`config.mk`:
```
export PLATFORM = sky130hd
export DESIGN_NAME = wb_txn_master_flat
export DESIGN_NICKNAME = d
export VERILOG_FILES = /design/src/rtl/wb_txn_master_if.sv /design/src/rtl/wb_txn_master.sv /design/src/flat_wrapper.sv
export SDC_FILE = /design/constraint.sdc
export NUM_CORES = 1
export LEC_CHECK = 0
export CAP_MARGIN = 10
export CORE_UTILIZATION = 41
export CTS_BUF_LIST = sky130_fd_sc_hd__clkbuf_16
export DETAILED_ROUTE_END_ITERATION = 12
export PLACE_DENSITY = 0.82
export SYNTH_ARGS = -nofsm -noshare
export SYNTH_HDL_FRONTEND = slang
export SYNTH_SLANG_ARGS = --single-unit
export TNS_END_PERCENT = 1
```
`constraint.sdc`:
```
create_clock -name wb_clk_i -period 2.01 [get_ports wb_clk_i]
set_input_delay 0.603 -clock wb_clk_i [delete_from_list [all_inputs] [get_ports wb_clk_i]]
set_output_delay 0.603 -clock wb_clk_i [all_outputs]
set_load 0.05 [all_outputs]
```
`src/rtl/wb_txn_master_if.sv`:
```
// Wishbone B3 classic bus between wb_txn_master and the SDRAM controller slave port.
// Signal names follow the master's view so existing wiring carries over unchanged.
interface wb_txn_master_if #(
  parameter int AW = 26,
  parameter int DW = 32
);
  localparam int SW = DW / 8;

  logic [AW-1:0] wb_adr_o;
  logic [DW-1:0] wb_dat_o;
  logic [SW-1:0] wb_sel_o;
  logic          wb_we_o;
  logic          wb_cyc_o;
  logic          wb_stb_o;
  logic          wb_ack_i;
  logic [DW-1:0] wb_dat_i;

  modport master (
    output wb_adr_o, wb_dat_o, wb_sel_o, wb_we_o, wb_cyc_o, wb_stb_o,
    input  wb_ack_i, wb_dat_i
  );

  modport slave (
    input  wb_adr_o, wb_dat_o, wb_sel_o, wb_we_o, wb_cyc_o, wb_stb_o,
    output wb_ack_i, wb_dat_i
  );
endinterface

```
`src/rtl/wb_txn_master.sv`:
```
// Wishbone B3 classic master: turns a command/data stream into single or incrementing
// burst transfers, with registered bus outputs and an ack timeout that aborts the cycle.
module wb_txn_master #(
  parameter int AW      = 26,
  parameter int DW      = 32,
  parameter int LEN_W   = 8,
  parameter int TIMEOUT = 255
) (
  input  logic              wb_clk_i,
  input  logic              wb_rst_i,
  input  logic              cmd_valid,
  output logic              cmd_ready,
  input  logic              cmd_we,
  input  logic [AW-1:0]     cmd_addr,
  input  logic [DW/8-1:0]   cmd_sel,
  input  logic [LEN_W-1:0]  cmd_len,
  input  logic [DW-1:0]     wr_data,
  input  logic              wr_valid,
  output logic              wr_ready,
  output logic [DW-1:0]     rd_data,
  output logic              rd_valid,
  output logic              rd_last,
  output logic              err_timeout,
  output logic              busy,
  wb_txn_master_if.master   wb
);
  localparam int SW = DW / 8;
  localparam int TW = $clog2(TIMEOUT + 1);

  typedef enum logic [1:0] {IDLE, BEAT, WAIT_DATA, DONE} state_e;

  state_e            state_q, state_d;
  logic [AW-1:0]     adr_q, adr_d;
  logic [DW-1:0]     dat_q, dat_d;
  logic [SW-1:0]     sel_q, sel_d;
  logic              we_q, we_d;
  logic              cyc_q, cyc_d;
  logic              stb_q, stb_d;
  logic [LEN_W-1:0]  len_q, len_d;
  logic [LEN_W-1:0]  cnt_q, cnt_d;
  logic [TW-1:0]     tmo_q, tmo_d;
  logic [DW-1:0]     rdat_q, rdat_d;
  logic              rvalid_q, rvalid_d;
  logic              rlast_q, rlast_d;
  logic              err_q, err_d;
  logic              busy_q, busy_d;
  logic              wr_rdy_c;
  logic              last_beat;

  // Beat counter only advances on non-final beats, so len = all-ones never overflows.
  assign last_beat = (cnt_q == len_q);

  always_comb begin
    state_d  = state_q;
    adr_d    = adr_q;
    dat_d    = dat_q;
    sel_d    = sel_q;
    we_d     = we_q;
    cyc_d    = cyc_q;
    stb_d    = stb_q;
    len_d    = len_q;
    cnt_d    = cnt_q;
    tmo_d    = tmo_q;
    rdat_d   = rdat_q;
    rvalid_d = 1'b0;
    rlast_d  = 1'b0;
    err_d    = 1'b0;
    busy_d   = busy_q;
    wr_rdy_c = 1'b0;

    case (state_q)
      IDLE: begin
        if (cmd_valid) begin
          we_d   = cmd_we;
          adr_d  = cmd_addr & ~AW'(SW - 1);
          sel_d  = cmd_sel;
          len_d  = cmd_len;
          cnt_d  = '0;
          tmo_d  = '0;
          cyc_d  = 1'b1;
          busy_d = 1'b1;
          if (!cmd_we) begin
            stb_d   = 1'b1;
            state_d = BEAT;
          end else begin
            wr_rdy_c = 1'b1;
            if (wr_valid) begin
              dat_d   = wr_data;
              stb_d   = 1'b1;
              state_d = BEAT;
            end else begin
              state_d = WAIT_DATA;
            end
          end
        end
      end

      BEAT: begin
        if (wb.wb_ack_i) begin
          tmo_d = '0;
          if (!we_q) begin
            rdat_d   = wb.wb_dat_i;
            rvalid_d = 1'b1;
            rlast_d  = last_beat;
          end
          if (last_beat) begin
            cyc_d   = 1'b0;
            stb_d   = 1'b0;
            busy_d  = 1'b0;
            state_d = DONE;
          end else begin
            adr_d = adr_q + AW'(SW);
            cnt_d = cnt_q + LEN_W'(1);
            if (we_q) begin
              wr_rdy_c = 1'b1;
              if (wr_valid) begin
                dat_d = wr_data;
              end else begin
                stb_d   = 1'b0;
                state_d = WAIT_DATA;
              end
            end
          end
        end else if (tmo_q == TW'(TIMEOUT)) begin
          cyc_d   = 1'b0;
          stb_d   = 1'b0;
          busy_d  = 1'b0;
          err_d   = 1'b1;
          state_d = IDLE;
        end else begin
          tmo_d = tmo_q + TW'(1);
        end
      end

      WAIT_DATA: begin
        wr_rdy_c = 1'b1;
        if (wr_valid) begin
          dat_d   = wr_data;
          stb_d   = 1'b1;
          state_d = BEAT;
        end
      end

      DONE:    state_d = IDLE;
      default: state_d = IDLE;
    endcase
  end

  always_ff @(posedge wb_clk_i) begin
    if (wb_rst_i) begin
      state_q  <= IDLE;
      adr_q    <= '0;
      dat_q    <= '0;
      sel_q    <= '0;
      we_q     <= 1'b0;
      cyc_q    <= 1'b0;
      stb_q    <= 1'b0;
      len_q    <= '0;
      cnt_q    <= '0;
      tmo_q    <= '0;
      rdat_q   <= '0;
      rvalid_q <= 1'b0;
      rlast_q  <= 1'b0;
      err_q    <= 1'b0;
      busy_q   <= 1'b0;
    end else begin
      state_q  <= state_d;
      adr_q    <= adr_d;
      dat_q    <= dat_d;
      sel_q    <= sel_d;
      we_q     <= we_d;
      cyc_q    <= cyc_d;
      stb_q    <= stb_d;
      len_q    <= len_d;
      cnt_q    <= cnt_d;
      tmo_q    <= tmo_d;
      rdat_q   <= rdat_d;
      rvalid_q <= rvalid_d;
      rlast_q  <= rlast_d;
      err_q    <= err_d;
      busy_q   <= busy_d;
    end
  end

  assign cmd_ready   = (state_q == IDLE) && !wb_rst_i;
  assign wr_ready    = wr_rdy_c && !wb_rst_i;
  assign rd_data     = rdat_q;
  assign rd_valid    = rvalid_q;
  assign rd_last     = rlast_q;
  assign err_timeout = err_q;
  assign busy        = busy_q;

  assign wb.wb_adr_o = adr_q;
  assign wb.wb_dat_o = dat_q;
  assign wb.wb_sel_o = sel_q;
  assign wb.wb_we_o  = we_q;
  assign wb.wb_cyc_o = cyc_q;
  assign wb.wb_stb_o = stb_q;
endmodule

```
`src/flat_wrapper.sv`:
```
// flat-port wrapper written by rule: the top's interface ports become plain ports
module wb_txn_master_flat 
#(
  parameter int AW      = 26,
  parameter int DW      = 32,
  parameter int LEN_W   = 8,
  parameter int TIMEOUT = 255
)
  (wb_clk_i, wb_rst_i, cmd_valid, cmd_ready, cmd_we, cmd_addr, cmd_sel, cmd_len, wr_data, wr_valid, wr_ready, rd_data, rd_valid, rd_last, err_timeout, busy, wb_wb_adr_o, wb_wb_dat_o, wb_wb_sel_o, wb_wb_we_o, wb_wb_cyc_o, wb_wb_stb_o, wb_wb_ack_i, wb_wb_dat_i);
  wb_txn_master_if #(.AW(AW), .DW(DW)) wb_i ();
  input  logic wb_clk_i;
  input  logic wb_rst_i;
  input  logic cmd_valid;
  output logic cmd_ready;
  input  logic cmd_we;
  input  logic [AW-1:0] cmd_addr;
  input  logic [DW/8-1:0] cmd_sel;
  input  logic [LEN_W-1:0] cmd_len;
  input  logic [DW-1:0] wr_data;
  input  logic wr_valid;
  output logic wr_ready;
  output logic [DW-1:0] rd_data;
  output logic rd_valid;
  output logic rd_last;
  output logic err_timeout;
  output logic busy;
  output wire logic [$bits(wb_i.wb_adr_o)-1:0] wb_wb_adr_o;
  output wire logic [$bits(wb_i.wb_dat_o)-1:0] wb_wb_dat_o;
  output wire logic [$bits(wb_i.wb_sel_o)-1:0] wb_wb_sel_o;
  output wire logic [$bits(wb_i.wb_we_o)-1:0] wb_wb_we_o;
  output wire logic [$bits(wb_i.wb_cyc_o)-1:0] wb_wb_cyc_o;
  output wire logic [$bits(wb_i.wb_stb_o)-1:0] wb_wb_stb_o;
  input wire logic [$bits(wb_i.wb_ack_i)-1:0] wb_wb_ack_i;
  input wire logic [$bits(wb_i.wb_dat_i)-1:0] wb_wb_dat_i;
  assign wb_wb_adr_o = wb_i.wb_adr_o;
  assign wb_wb_dat_o = wb_i.wb_dat_o;
  assign wb_wb_sel_o = wb_i.wb_sel_o;
  assign wb_wb_we_o = wb_i.wb_we_o;
  assign wb_wb_cyc_o = wb_i.wb_cyc_o;
  assign wb_wb_stb_o = wb_i.wb_stb_o;
  assign wb_i.wb_ack_i = wb_wb_ack_i;
  assign wb_i.wb_dat_i = wb_wb_dat_i;
  wb_txn_master #(.AW(AW), .DW(DW), .LEN_W(LEN_W), .TIMEOUT(TIMEOUT)) u_core (.wb_clk_i(wb_clk_i), .wb_rst_i(wb_rst_i), .cmd_valid(cmd_valid), .cmd_ready(cmd_ready), .cmd_we(cmd_we), .cmd_addr(cmd_addr), .cmd_sel(cmd_sel), .cmd_len(cmd_len), .wr_data(wr_data), .wr_valid(wr_valid), .wr_ready(wr_ready), .rd_data(rd_data), .rd_valid(rd_valid), .rd_last(rd_last), .err_timeout(err_timeout), .busy(busy), .wb(wb_i));
endmodule
```
Yosys cells after proc, flatten, opt, wreduce, memory -nomap -nowiden. Index checks and enable logic that the tools add are counted.

Register bits after elaboration: 126. Input bits: 108. Logic and storage cells: 102. Output and inout bits: 103.

Equal/unequal tests: 16. $add $sub $neg: 3. Bitwise gates (word level): 3. Multiplexer cells: 49. Reductions and logical operators: 17.

Operators by type and width (number): 32-bit 2-to-1 mux (6); 32-bit case mux with 3 select lines (1); 26-bit 2-to-1 mux (3); 26-bit case mux with 2 select lines (1); 8-bit 2-to-1 mux (5); 8-bit case mux with 2 select lines (2); 26-bit by 3-bit adder with 26-bit output, second input constant (1); 1-bit 2-to-1 mux (18); 2-bit 2-to-1 mux (9); 8-bit by 1-bit adder with 8-bit output, second input constant (2); 2-bit inequality test, second input constant (5); 5-bit AND reduction (2); 8-bit == test (1); 8-bit == test, second input constant (1); 2-bit case mux with 4 select lines (1); 4-bit AND reduction (2); 3-bit by 2-bit inequality test with 1-bit output, second input constant (2); 1-bit case mux with 3 select lines (2); 3-bit AND reduction (2); 6-bit AND reduction (1); 3-bit OR reduction (2); 2-bit == test, second input constant (2); 4-bit by 2-bit inequality test with 1-bit output, second input constant (1); 4-bit by 3-bit inequality test with 1-bit output, second input constant (1); other kinds (12) (15).

Depth between registers and ports, before layout. Gate-level depths: netlist of the first run.

Depth after elaboration: 5. Gate-level depth with buffers: 10. Gate-level depth less buffers: 7.

Worst setup path after synthesis of the first run. OpenSTA, ideal clock, no wires.

Path type: flip-flop to output port. From: register u_core.cnt_q[1]. To: output port wr_ready. Cell stages (with the launch flop): 7. Required time: 1407 ps. Slack: -954 ps. Data arrival time: 2361 ps. Cell sequence: dfxtp_1 -> xnor2_1 -> and4_1 -> buf_12 -> nand2_1 -> nand3_1 -> a311oi_1.

Longest elaborated chain between the ends: 5.

RTL lines: start: declaration (RTL line wb_txn_master.sv:40) `logic [LEN_W-1:0] cnt_q, cnt_d;`; start signal: assignment (RTL line wb_txn_master.sv:175) `cnt_q <= cnt_d;`; 8-bit == test (RTL line wb_txn_master.sv:51) `assign last_beat = (cnt_q == len_q);`; 1-bit 2-to-1 mux (RTL line wb_txn_master.sv:106) `if (last_beat) begin`; 1-bit 2-to-1 mux (RTL line wb_txn_master.sv:99) `if (wb.wb_ack_i) begin`; 1-bit case mux with 3 select lines (RTL line wb_txn_master.sv:71) `case (state_q)`; 1-bit logical AND (RTL line wb_txn_master.sv:186) `assign wr_ready = wr_rdy_c && !wb_rst_i;`; end: declaration (RTL line flat_wrapper.sv:21) `output logic wr_ready;`.

Every way passes these cells.

Worst setup path in the final report of the first run.
From: input port cmd_we. To: output port wr_ready.

Longest elaborated chain between the ends: 4.

RTL lines: start: declaration (RTL line flat_wrapper.sv:15) `input logic cmd_we;`; 1-bit 2-to-1 mux (RTL line wb_txn_master.sv:82) `if (!cmd_we) begin`; 1-bit 2-to-1 mux (RTL line wb_txn_master.sv:73) `if (cmd_valid) begin`; 1-bit case mux with 3 select lines (RTL line wb_txn_master.sv:71); 1-bit logical AND (RTL line wb_txn_master.sv:186).

Every way passes these cells.

==> impl_summary.log, run 1 <==
[metrics] mean instance size in the synthesized netlist: 8.28 um^2
[metrics] sequential standard cell area: roughly 2500 um^2
[metrics] total vias in the final route: 5,871
[metrics] data arrival time of the worst path: around 1.8 ns
[metrics] Final GP Congestion: a little under 0.9
[metrics] share of layout cells above drive strength 1: between 20% and 30%
[metrics] CTS clock-pin slew for the worst setup and hold paths: roughly 0.06 ns
[metrics] Vert. Die Dim: 120 um
[metrics] maximum capacitance violations: 0
[metrics] Critical Path End Type: output port
[metrics] # DRC: 0
[metrics] Top Layer Used: met4
[metrics] CTS Buf Count: 17
[metrics] post-layout worst setup margin: -0.341 ns
[metrics] number of fillers in the final layout: approximately 1,200
[metrics] horizontal extent of the die: around 120 um
[metrics] source of the worst register-to-register timing path: u_core.state_q[0]
[metrics] Routed wire per std cell: 14.3 um
[metrics] post-layout minimum cycle time: about 2.4 ns
[metrics] RSZ-0062 raised after global routing: yes
[metrics] number of synthesized flops with an enable pin: 0
[metrics] die area: around 14,000 um^2
[metrics] ports placed on the boundary: roughly 210
[metrics] Clock Sink Count: 124
[metrics] category of the most critical setup path: in2out
[metrics] Worst Hold Class: reg2reg
[metrics] Leakage: between 3 and 4 nW
[metrics] remaining number of nets flagged by the antenna check after routing: 0
[metrics] DP HPWL: 11,600 um
[metrics] DR WL met3: between 1000 and 1500 um
[metrics] data required time of the worst path: 1.41 ns
[metrics] Final Routed Wirelength: around 16,000 um
[metrics] final hold slack: about 0.45 ns
[metrics] Netlist Area Pre-Place: about 5700 um^2
[metrics] Fmax achieved: about 0.43 GHz
[metrics] wire length of the first global-routing pass: 26,100 um
[metrics] 1st-pass router iterations: 5
[metrics] number of cell rows: between 40 and 50
[metrics] largest voltage drop on the vdd net: just over 0.7 mV
[metrics] run status: complete, but fails checks
[metrics] number of instances in the synthesized netlist: between 600 and 700
[metrics] Setup Slack @ Placement: -0.422 ns
[metrics] number of port buffers: ~210
[metrics] critical path fanouts, max: 2
[metrics] share of async-settable or async-resettable flops after synthesis: 0%
[metrics] vias in the first global route: 5,319
[metrics] distinct cell type count of the synthesized netlist: between 60 and 70
[metrics] n_diodes: 0
[metrics] final max-slew violation count: 0
[metrics] Detailed Route Iter0 Violations: 380
[metrics] Initial Util: a little over two fifths
[metrics] CTS tree: done
[metrics] power density over the cells: 1360 nW/um^2
[metrics] global-route usage over all layers: roughly 23%
[metrics] via density per instance: approximately 5.2
[metrics] launching element type of the critical path: input port
[metrics] setup violators final: 2
[metrics] pin count of the biggest net entering global routing: ~70
[metrics] synthesis-to-finish area growth: 52.7%
[metrics] Clock Skews: between 0.006 and 0.007 ns
[metrics] overflow left after global routing: 0
[metrics] number of H-tree levels: 4
[metrics] source of the worst hold timing path: u_core.rd_data[26]
[metrics] amount of wire on met2 after detailed routing: about 7300 um
[metrics] share of synthesized area occupied by flip-flops and latches: between 40 and 50%
[metrics] latest clock arrival within the worst-skew pair: ~0.42 ns
[metrics] Top FF cell, synth: sky130_fd_sc_hd__dfxtp_1
[metrics] count of state elements after synthesis: roughly 120
[metrics] final layout net count: approximately 1,000
[metrics] detailed-route wire length on metal 1: roughly 7000 um
[metrics] Core ar.: 13,500 um^2
[metrics] number of warning messages in the yosys log: 0
[metrics] count of final hold-check violations: 0
[metrics] crit path from: cmd_we
[metrics] maximum clock insertion buffer count: 2
[metrics] failing checks: setup timing
[metrics] commonest non-fill, non-tap cell in the layout: sky130_fd_sc_hd__nand2_1
[metrics] commonest cells after routing, fill and taps aside: sky130_fd_sc_hd__nand2_1, sky130_fd_sc_hd__buf_4, sky130_fd_sc_hd__dfxtp_1
[metrics] fraction of the cycle the final worst path needs: 117%
[metrics] total design power: 11.9 mW
[metrics] clock root buffer master: sky130_fd_sc_hd__clkbuf_16
[metrics] number of antenna violations at the first check in global routing: 0
[metrics] multi-input logic area: roughly 3000 um^2
[metrics] cts-stage hold buffer count: 0
==> logic make-up (layout without fill, tap and decap cells) <==
family / count (synthesis) / after routing / share of synthesized area (%)
buffers and inverters: 61 / 312 / 5.87
AND/OR/NAND/NOR: 299 / 299 / 23.4
other: 1 / 2 / 0.0654
adder cells (fa/ha/maj): 7 / 7 / 1.53
AO/OA/AOI/OAI: 151 / 151 / 17.4
XOR/XNOR: 15 / 15 / 2.29
flip-flops: 124 / 124 / 43.3
multiplexers: 35 / 35 / 6.13
==> flip-flops by register name, summed over array words and instances (netlist names) <==
name	cells
u_core.tmo_q	8
u_core.wb.wb_dat_o	32
u_core.err_timeout	1
u_core.wb.wb_we_o	1
u_core.state_q	2
u_core.rd_last	1
u_core.len_q	8
u_core.busy	1
u_core.rd_valid	1
u_core.wb.wb_sel_o	4
u_core.cnt_q	8
u_core.wb.wb_adr_o	24
u_core.wb.wb_stb_o	1
u_core.rd_data	32
==> stage by stage <==
step,std cells,setup TNS [ns],utilization [%],area [um^2]
2_1_floorplan,694,-0.563,-,5790
3_3_place_gp,1087,-20.31,59.7,8040
3_5_place_dp,1087,-22.50,59.7,8040
4_1_cts,1120,-0.523,64.8,8710
5_1_grt,1121,-0.537,65.1,8760
6_report,1121,-0.345,65.1,8760
==> routing by layer <==
metal  track usage, %  vias up
li1                 -     2906
met1             28.7     2695
met2             35.5      241
met3             7.55       29
met4             8.80        0
met5                0        -
==> worst max-delay path, cell delays in order <==
cell and delay (ns):
sky130_fd_sc_hd__clkdlybuf4s50_1 0.54, sky130_fd_sc_hd__nand2_4 0.07, sky130_fd_sc_hd__a311oi_4 0.35, sky130_fd_sc_hd__buf_12 0.18
==> worst paths after layout <==
check,slack (ns),to,cells after the start
min reg2reg,0.45,u_core.rd_data[26],2
min,0.45,u_core.rd_data[26],2
max reg2reg,0.11,u_core.wb.wb_dat_o[12],10
max,-0.34,wr_ready,4
==> where the power goes <==
part	internal (mW)	total (mW)	switching [mW]	leakage, nW
Combinational	2.06	5.42	3.36	2.16
Clock	2.07	3.22	1.14	0.305
Sequential	2.90	3.28	0.377	1.01
==> timing repair <==
action                                  CTS  global route
buffers inserted                          2             1
gates cloned                              0             0
endpoints found under the setup margin    2            43
resized for setup                        14            15
pin swaps                                 5             3
==> area by class of cell <==
class	count	share of cell area [%]
Clock inverter	14	2.23
Clock buffer	17	4.86
Multi-Input combinational cell	509	34.5
Timing Repair Buffer	264	26.6
Sequential cell	124	28.5
Inverter	17	0.785
Tap cell	176	2.51
==> synth_stat cells (3+ instances only) <==
cell / number / area [um^2]
sky130_fd_sc_hd__mux2i_1: 34 / 340
sky130_fd_sc_hd__and2_1: 7 / 43.8
sky130_fd_sc_hd__nor3_1: 13 / 65.1
sky130_fd_sc_hd__nand2b_1: 4 / 25.0
sky130_fd_sc_hd__buf_12: 4 / 80.1
sky130_fd_sc_hd__a21oi_1: 63 / 315
sky130_fd_sc_hd__a211oi_1: 6 / 45.0
sky130_fd_sc_hd__nand3_1: 21 / 105
sky130_fd_sc_hd__nor4_1: 7 / 43.8
sky130_fd_sc_hd__a221oi_1: 4 / 35.0
sky130_fd_sc_hd__a21o_1: 3 / 22.5
sky130_fd_sc_hd__o22ai_1: 10 / 62.6
sky130_fd_sc_hd__o32ai_1: 5 / 43.8
sky130_fd_sc_hd__a22oi_1: 9 / 67.6
sky130_fd_sc_hd__ha_1: 7 / 87.6
sky130_fd_sc_hd__nand2_1: 177 / 664
sky130_fd_sc_hd__inv_1: 16 / 60.1
sky130_fd_sc_hd__nand4_1: 15 / 93.8
sky130_fd_sc_hd__and4_1: 5 / 43.8
sky130_fd_sc_hd__o21ai_0: 14 / 70.1
sky130_fd_sc_hd__nor2_1: 30 / 113
sky130_fd_sc_hd__dfxtp_1: 124 / 2480
sky130_fd_sc_hd__clkbuf_1: 28 / 105
sky130_fd_sc_hd__a31oi_1: 3 / 18.8
sky130_fd_sc_hd__xnor2_1: 13 / 114
sky130_fd_sc_hd__buf_4: 3 / 22.5
sky130_fd_sc_hd__and3_1: 5 / 31.3
sky130_fd_sc_hd__or2_2: 3 / 18.8
sky130_fd_sc_hd__buf_2: 4 / 20.0
sky130_fd_sc_hd__a311oi_1: 6 / 52.6
(Power assumes the default switching activity.)
==> run 2: changes to the inputs <==
==> constraint.sdc (replaced) <==
create_clock -name wb_clk_i -period 2.01 [get_ports wb_clk_i]
set_input_delay 0.402 -clock wb_clk_i [delete_from_list [all_inputs] [get_ports wb_clk_i]]
set_output_delay 0.402 -clock wb_clk_i [all_outputs]
set_load 0.05 [all_outputs]
==> run 2 against run 1 <==
  * The flow still finishes with violations (setup timing)
  * Sequential cell count is the same
  * Largest cell class unchanged
  * Register-to-register slack lost 0.15 ns
  * Non-clock buffer count shrank 11
==> impl_summary.log, run 2 (synthesis gave the netlist of run 1 again) <==
[metrics] n_diodes: 0
[metrics] failing checks: setup timing
[metrics] RSZ-0062 raised after global routing: yes
[metrics] Fmax achieved: 0.465 GHz
[metrics] share of layout cells above drive strength 1: approximately 16%
[metrics] Final Routed Wirelength: between 15,000 and 20,000 um
[metrics] commonest cells after routing, fill and taps aside: sky130_fd_sc_hd__nand2_1, sky130_fd_sc_hd__clkdlybuf4s50_1, sky130_fd_sc_hd__dfxtp_1
[metrics] launching element type of the critical path: register
[metrics] final layout net count: a little over 1,000
[metrics] final design utilization: approximately two thirds
[metrics] remaining number of nets flagged by the antenna check after routing: 0
[metrics] post-layout worst setup margin: -0.140 ns
[metrics] Routed wire per std cell: 15.5 um
[metrics] Vert. Die Dim: 120 um
[metrics] category of the most critical setup path: reg2out
[metrics] Detailed Route Iter0 Violations: between 500 and 600
[metrics] data arrival time of the worst path: around 1.8 ns
[metrics] count of final hold-check violations: 0
[metrics] CTS clock-pin slew for the worst setup and hold paths: 0.06 ns
[metrics] Clock Skews: slightly below 0.009 ns
[metrics] overflow left after global routing: 0
[metrics] cell area after placement: 8140 um^2
[metrics] pin count of the biggest net entering global routing: roughly 70
[metrics] Final GP Congestion: 0.875
[metrics] final hold slack: 0.386 ns
[metrics] final max-slew violation count: 0
[metrics] sequential standard cell area: roughly 2500 um^2
[metrics] wire length of the first global-routing pass: around 27,000 um
[metrics] horizontal extent of the die: around 120 um
[metrics] post-layout instance area: approximately 9000 um^2
[metrics] # DRC: 0
[metrics] die area: 14,500 um^2
[metrics] multi-input logic area: a little over 3000 um^2
[metrics] total design power: 12.0 mW
[metrics] Core ar.: ~13,000 um^2
[metrics] Initial Util: between 40 and 50%
[metrics] Critical Path End Type: output port
[metrics] total vias in the final route: ~6,000
[metrics] setup violators final: 2
[metrics] transition at the pin with the smallest max-transition slack: 0.553 ns
[metrics] clock root buffer master: sky130_fd_sc_hd__clkbuf_16
[metrics] DP HPWL: roughly 12,000 um
[metrics] ports placed on the boundary: 211
[metrics] number of H-tree levels: 4
[metrics] latest clock arrival within the worst-skew pair: between 0.4 and 0.5 ns
[metrics] CTS Buf Count: 17
[metrics] Worst Hold Class: in2reg
[metrics] vias in the first global route: roughly 5,600
[metrics] largest voltage drop on the vdd net: approximately 0.89 mV
[metrics] number of fillers in the final layout: between 1,000 and 1,500
[metrics] power density over the cells: about 1300 nW/um^2
[metrics] Leakage: around 3.6 nW
[metrics] critical path fanouts, max: 3
[metrics] commonest non-fill, non-tap cell in the layout: sky130_fd_sc_hd__nand2_1
[metrics] data required time of the worst path: 1.61 ns
[metrics] fraction of the cycle the final worst path needs: 107%
[metrics] CTS tree: done
[metrics] run status: complete, but fails checks
[metrics] global-route usage over all layers: a little under a quarter
[metrics] number of port buffers: slightly above 200
[metrics] via density per instance: around 5.3
[metrics] max_slew headroom: between 60% and 70%
[metrics] Clock Sink Count: about 120
[metrics] maximum clock insertion buffer count: 2
[metrics] final-layout setup total negative slack: -0.182 ns
[metrics] number of cell rows: 42
[metrics] number of antenna violations at the first check in global routing: 0
[metrics] maximum capacitance violations: 0
[metrics] post-layout minimum cycle time: ~2.1 ns
[metrics] synthesis-to-finish area growth: 56.7%
[metrics] 1st-pass router iterations: 7
[metrics] cts-stage hold buffer count: 0
run 2: cell types whose count changed in the layout (fill, tap and decap cells not counted), moves of 4 or more:
cell | before | now
sky130_fd_sc_hd__dlymetal6s2s_1 | 1 | 20
sky130_fd_sc_hd__clkinvlp_4 | 0 | 4
sky130_fd_sc_hd__clkdlybuf4s50_1 | 102 | 157
sky130_fd_sc_hd__dlygate4sd2_1 | 1 | 18
sky130_fd_sc_hd__buf_4 | 151 | 49
run 2: metal layers:
layer	vias to the layer above	global-route usage, %	routed length, um
met5	-	0	0
met2	260	38.7	8140
li1	2890	-	-
met1	2727	28.3	7100
met3	34	8.63	1670
met4	0	7.79	313
run 2: cell type report:
class / instances / share of cell area [%]
well taps: 176 / 2.45
repair buffers: 253 / 27.8
inverters: 17 / 0.738
flip-flops and latches: 124 / 27.8
clock inverters: 15 / 1.92
multi-input cells: 509 / 34.6
clock buffers: 17 / 4.73
run 2: final timing paths:
kind                 startpoint                 end  slack, ns  cells past startpoint
min                    wb_rst_i     u_core.tmo_q[0]       0.39                      2
min reg2reg  u_core.rd_data[22]  u_core.rd_data[22]       0.45                      2
max reg2reg   u_core.state_q[0]     u_core.cnt_q[6]      -0.04                      9
max           u_core.state_q[1]            wr_ready      -0.14                      5
run 2: power by group:
group / internal (mW) / switching [mW] / total, mW
clock network: 1.94 / 1.17 / 3.11
logic: 2.15 / 3.45 / 5.60
registers: 2.91 / 0.391 / 3.30
total: 7.00 / 5.01 / 12.0
run 2: metrics by stage:
step,std cells,worst slack (ns)
2_1_floorplan,694,-0.0653
3_3_place_gp,1075,-0.108
3_5_place_dp,1075,-0.138
4_1_cts,1108,-0.176
5_1_grt,1111,-0.206
6_report,1111,-0.140
run 2: what timing repair did:
action,in CTS,in global routing
endpoints found under the hold margin,0,0
endpoints found under the setup margin,20,26
pin swaps,5,8
resized for setup,43,45
buffers inserted,1,3
gates cloned,0,0
run 2: worst max-delay path, stage by stage (launching register included):
cell                       delay (ns)
sky130_fd_sc_hd__dfxtp_1         0.34
sky130_fd_sc_hd__buf_4           0.12
sky130_fd_sc_hd__ha_1            0.22
sky130_fd_sc_hd__inv_1           0.12
sky130_fd_sc_hd__a311oi_4        0.37
sky130_fd_sc_hd__buf_12          0.18
==> run 3: changes to the inputs <==
--- a/config.mk
+++ b/config.mk
@@ -9,6 +9,7 @@
 export CORE_UTILIZATION = 41
 export CTS_BUF_LIST = sky130_fd_sc_hd__clkbuf_16
 export DETAILED_ROUTE_END_ITERATION = 12
+export GPL_TIMING_DRIVEN = 0
 export PLACE_DENSITY = 0.82
 export SYNTH_ARGS = -nofsm -noshare
 export SYNTH_HDL_FRONTEND = slang
==> run 3 against run 2 <==
  * Critical path depth rose by 2
  * Power fell by 3.2%
  * First-iteration DRC count up 18%
  * Register-to-register slack improved by 0.02 ns
  * Via count increased by 2.1%
  * The run still ends with setup timing left
  * Clock-buffer cell count is the same
  * Clock power down 10%
  * Sequential share of layout area is 0.34 points higher
  * Fmax shrank 1.6%
==> impl_summary.log, run 3 (synthesis gave the netlist of run 1 again) <==
[metrics] Critical Path Slowest Stage Cell: sky130_fd_sc_hd__dfxtp_2
[metrics] pin count of the biggest net entering global routing: 17
[metrics] ports placed on the boundary: around 210
[metrics] Final GP Congestion: 0.919
[metrics] final-layout setup total negative slack: -0.213 ns
[metrics] RSZ-0062 raised after global routing: yes
[metrics] number of H-tree levels: 4
[metrics] remaining number of nets flagged by the antenna check after routing: 0
[metrics] CTS clock-pin slew for the worst setup and hold paths: roughly 0.06 ns
[metrics] DR WL met3: approximately 1900 um
[metrics] number of cell rows: 42
[metrics] Critical Path End Type: output port
[metrics] share of layout cells above drive strength 1: about an eighth
[metrics] post-layout worst setup margin: -0.174 ns
[metrics] final max-slew violation count: 0
[metrics] max_slew headroom: 56.9%
[metrics] Initial Util: ~43%
[metrics] commonest non-fill, non-tap cell in the layout: sky130_fd_sc_hd__nand2_1
[metrics] # DRC: 0
[metrics] final design utilization: 66.0%
[metrics] count of placed standard cells including taps: ~1,100
[metrics] cell area after placement: 8030 um^2
[metrics] number of port buffers: 205
[metrics] critical path fanouts, max: 4
[metrics] via density per instance: approximately 5.4
[metrics] setup violators final: 5
[metrics] Vert. Die Dim: approximately 120 um
[metrics] Final Routed Wirelength: around 18,000 um
[metrics] horizontal extent of the die: around 120 um
[metrics] count of non-filler cells in the finished layout: around 1,100
[metrics] final layout net count: ~1,000
[metrics] DP HPWL: approximately 13,000 um
[metrics] total vias in the final route: 6,033
[metrics] power density over the cells: between 1000 and 1500 nW/um^2
[metrics] source of the worst register-to-register timing path: u_core.state_q[1]
[metrics] failing checks: setup timing
[metrics] crit path from: u_core.state_q[1]
[metrics] commonest cells after routing, fill and taps aside: sky130_fd_sc_hd__nand2_1, sky130_fd_sc_hd__clkdlybuf4s50_1, sky130_fd_sc_hd__dfxtp_1
[metrics] cts-stage hold buffer count: 0
[metrics] final hold slack: about 0.45 ns
[metrics] category of the most critical setup path: reg2out
[metrics] Routed wire per std cell: roughly 16 um
[metrics] number of antenna violations at the first check in global routing: 0
[metrics] library cell appearing most often on the critical path: sky130_fd_sc_hd__buf_6
[metrics] Detailed Route Iter0 Violations: between 600 and 700
[metrics] CTS tree: done
[metrics] detailed-route wire length on metal 1: between 7000 and 8000 um
[metrics] data required time of the worst path: about 1.6 ns
[metrics] Clock Skews: 0.00913 ns
[metrics] maximum capacitance violations: 0
[metrics] amount of wire on met2 after detailed routing: between 8000 and 9000 um
[metrics] die area: about 14,000 um^2
[metrics] maximum clock insertion buffer count: 2
[metrics] Clock Sink Count: between 100 and 150
[metrics] Leakage: 3.64 nW
[metrics] Critical Path, Cell by Cell: inv_2, ha_2, buf_6, and2_4, nand3_4, a311oi_4, buf_6
[metrics] latest clock arrival within the worst-skew pair: ~0.42 ns
[metrics] overflow left after global routing: 0
[metrics] 1st-pass router iterations: 6
[metrics] post-layout minimum cycle time: between 2 and 2.5 ns
[metrics] clock root buffer master: sky130_fd_sc_hd__clkbuf_16
[metrics] run status: complete, but fails checks
[metrics] source of the worst hold timing path: u_core.rd_data[20]
[metrics] vias in the first global route: between 5,000 and 6,000
[metrics] transition at the pin with the smallest max-transition slack: roughly 0.65 ns
[metrics] Core ar.: ~13,000 um^2
[metrics] n_diodes: 0
[metrics] synthesis-to-finish area growth: 54.8%
[metrics] Worst Hold Class: reg2reg
[metrics] global-route usage over all layers: ~25%
[metrics] data arrival time of the worst path: 1.78 ns
[metrics] Top Layer Used: met4
[metrics] post-layout instance area: approximately 8900 um^2
[metrics] largest incremental delay on the critical path: 0.32 ns
[metrics] Fmax achieved: around 0.46 GHz
[metrics] launching element type of the critical path: register
[metrics] fraction of the cycle the final worst path needs: 109%
[metrics] total design power: around 12 mW
[metrics] count of final hold-check violations: 0
[metrics] wire length of the first global-routing pass: between 20,000 and 30,000 um
[metrics] CTS Buf Count: 17
[metrics] largest voltage drop on the vdd net: between 0.7 and 0.8 mV
[metrics] Setup Slack @ Placement: -0.985 ns
[metrics] reg-to-reg slack, setup: -0.02 ns
[run 3: cell count changes in the layout (fill, tap and decap cells not counted), moves of 3 or more]
cell and delta:
sky130_fd_sc_hd__buf_2 +3, sky130_fd_sc_hd__nor3_2 -3, sky130_fd_sc_hd__inv_1 +3, sky130_fd_sc_hd__buf_4 -30
sky130_fd_sc_hd__clkbuf_1 +21, sky130_fd_sc_hd__buf_6 +4, sky130_fd_sc_hd__clkdlybuf4s50_1 -3, sky130_fd_sc_hd__clkinv_2 +3
sky130_fd_sc_hd__clkbuf_2 +5, sky130_fd_sc_hd__dlygate4sd2_1 +10
[run 3: critical path: cells and delay by family (launching register included)]
kind / cells / cell delay, ns
buffers and inverters: 3 / 0.39
DFF: 1 / 0.32
AOI/OAI and AO/OA: 1 / 0.23
and+or+nand+nor: 2 / 0.24
adders and majority gates: 1 / 0.18
[run 3: worst paths after layout]
kind                                               end  cells after the start
worst min-delay path                u_core.rd_data[20]                      2
worst max register to register  u_core.wb.wb_adr_o[18]                      8
worst max-delay path                          wr_ready                      7
worst min register to register      u_core.rd_data[20]                      2
[run 3: where the power goes]
part           internal, mW  switching (mW)
logic                  2.02            3.49
registers              2.91           0.412
clock network          1.67            1.12
total                  6.60            5.03
[run 3: per-layer routing]
layer | up-vias | track usage, %
met2 | 299 | 42.3
met1 | 2784 | 29.6
met3 | 23 | 8.77
li1 | 2927 | -
met4 | 0 | 8.10
met5 | - | 0
[run 3: cell type report]
type | count | area, um^2
Tap cell | 176 | 220
Inverter | 17 | 66.3
Sequential cell | 124 | 2500
Clock inverter | 15 | 111
Multi-Input combinational cell | 509 | 3090
Fill cell | 1135 | 4570
Buffer | 43 | 289
Clock buffer | 17 | 425
Timing Repair Buffer | 220 | 2170
[run 3: timing repair]
item / CTS / global route
endpoints found under the hold margin: 0 / 0
buffers inserted: 15 / 0
pin swaps: 3 / 5
setup endpoints to repair: 119 / 84
resized for setup: 84 / 45
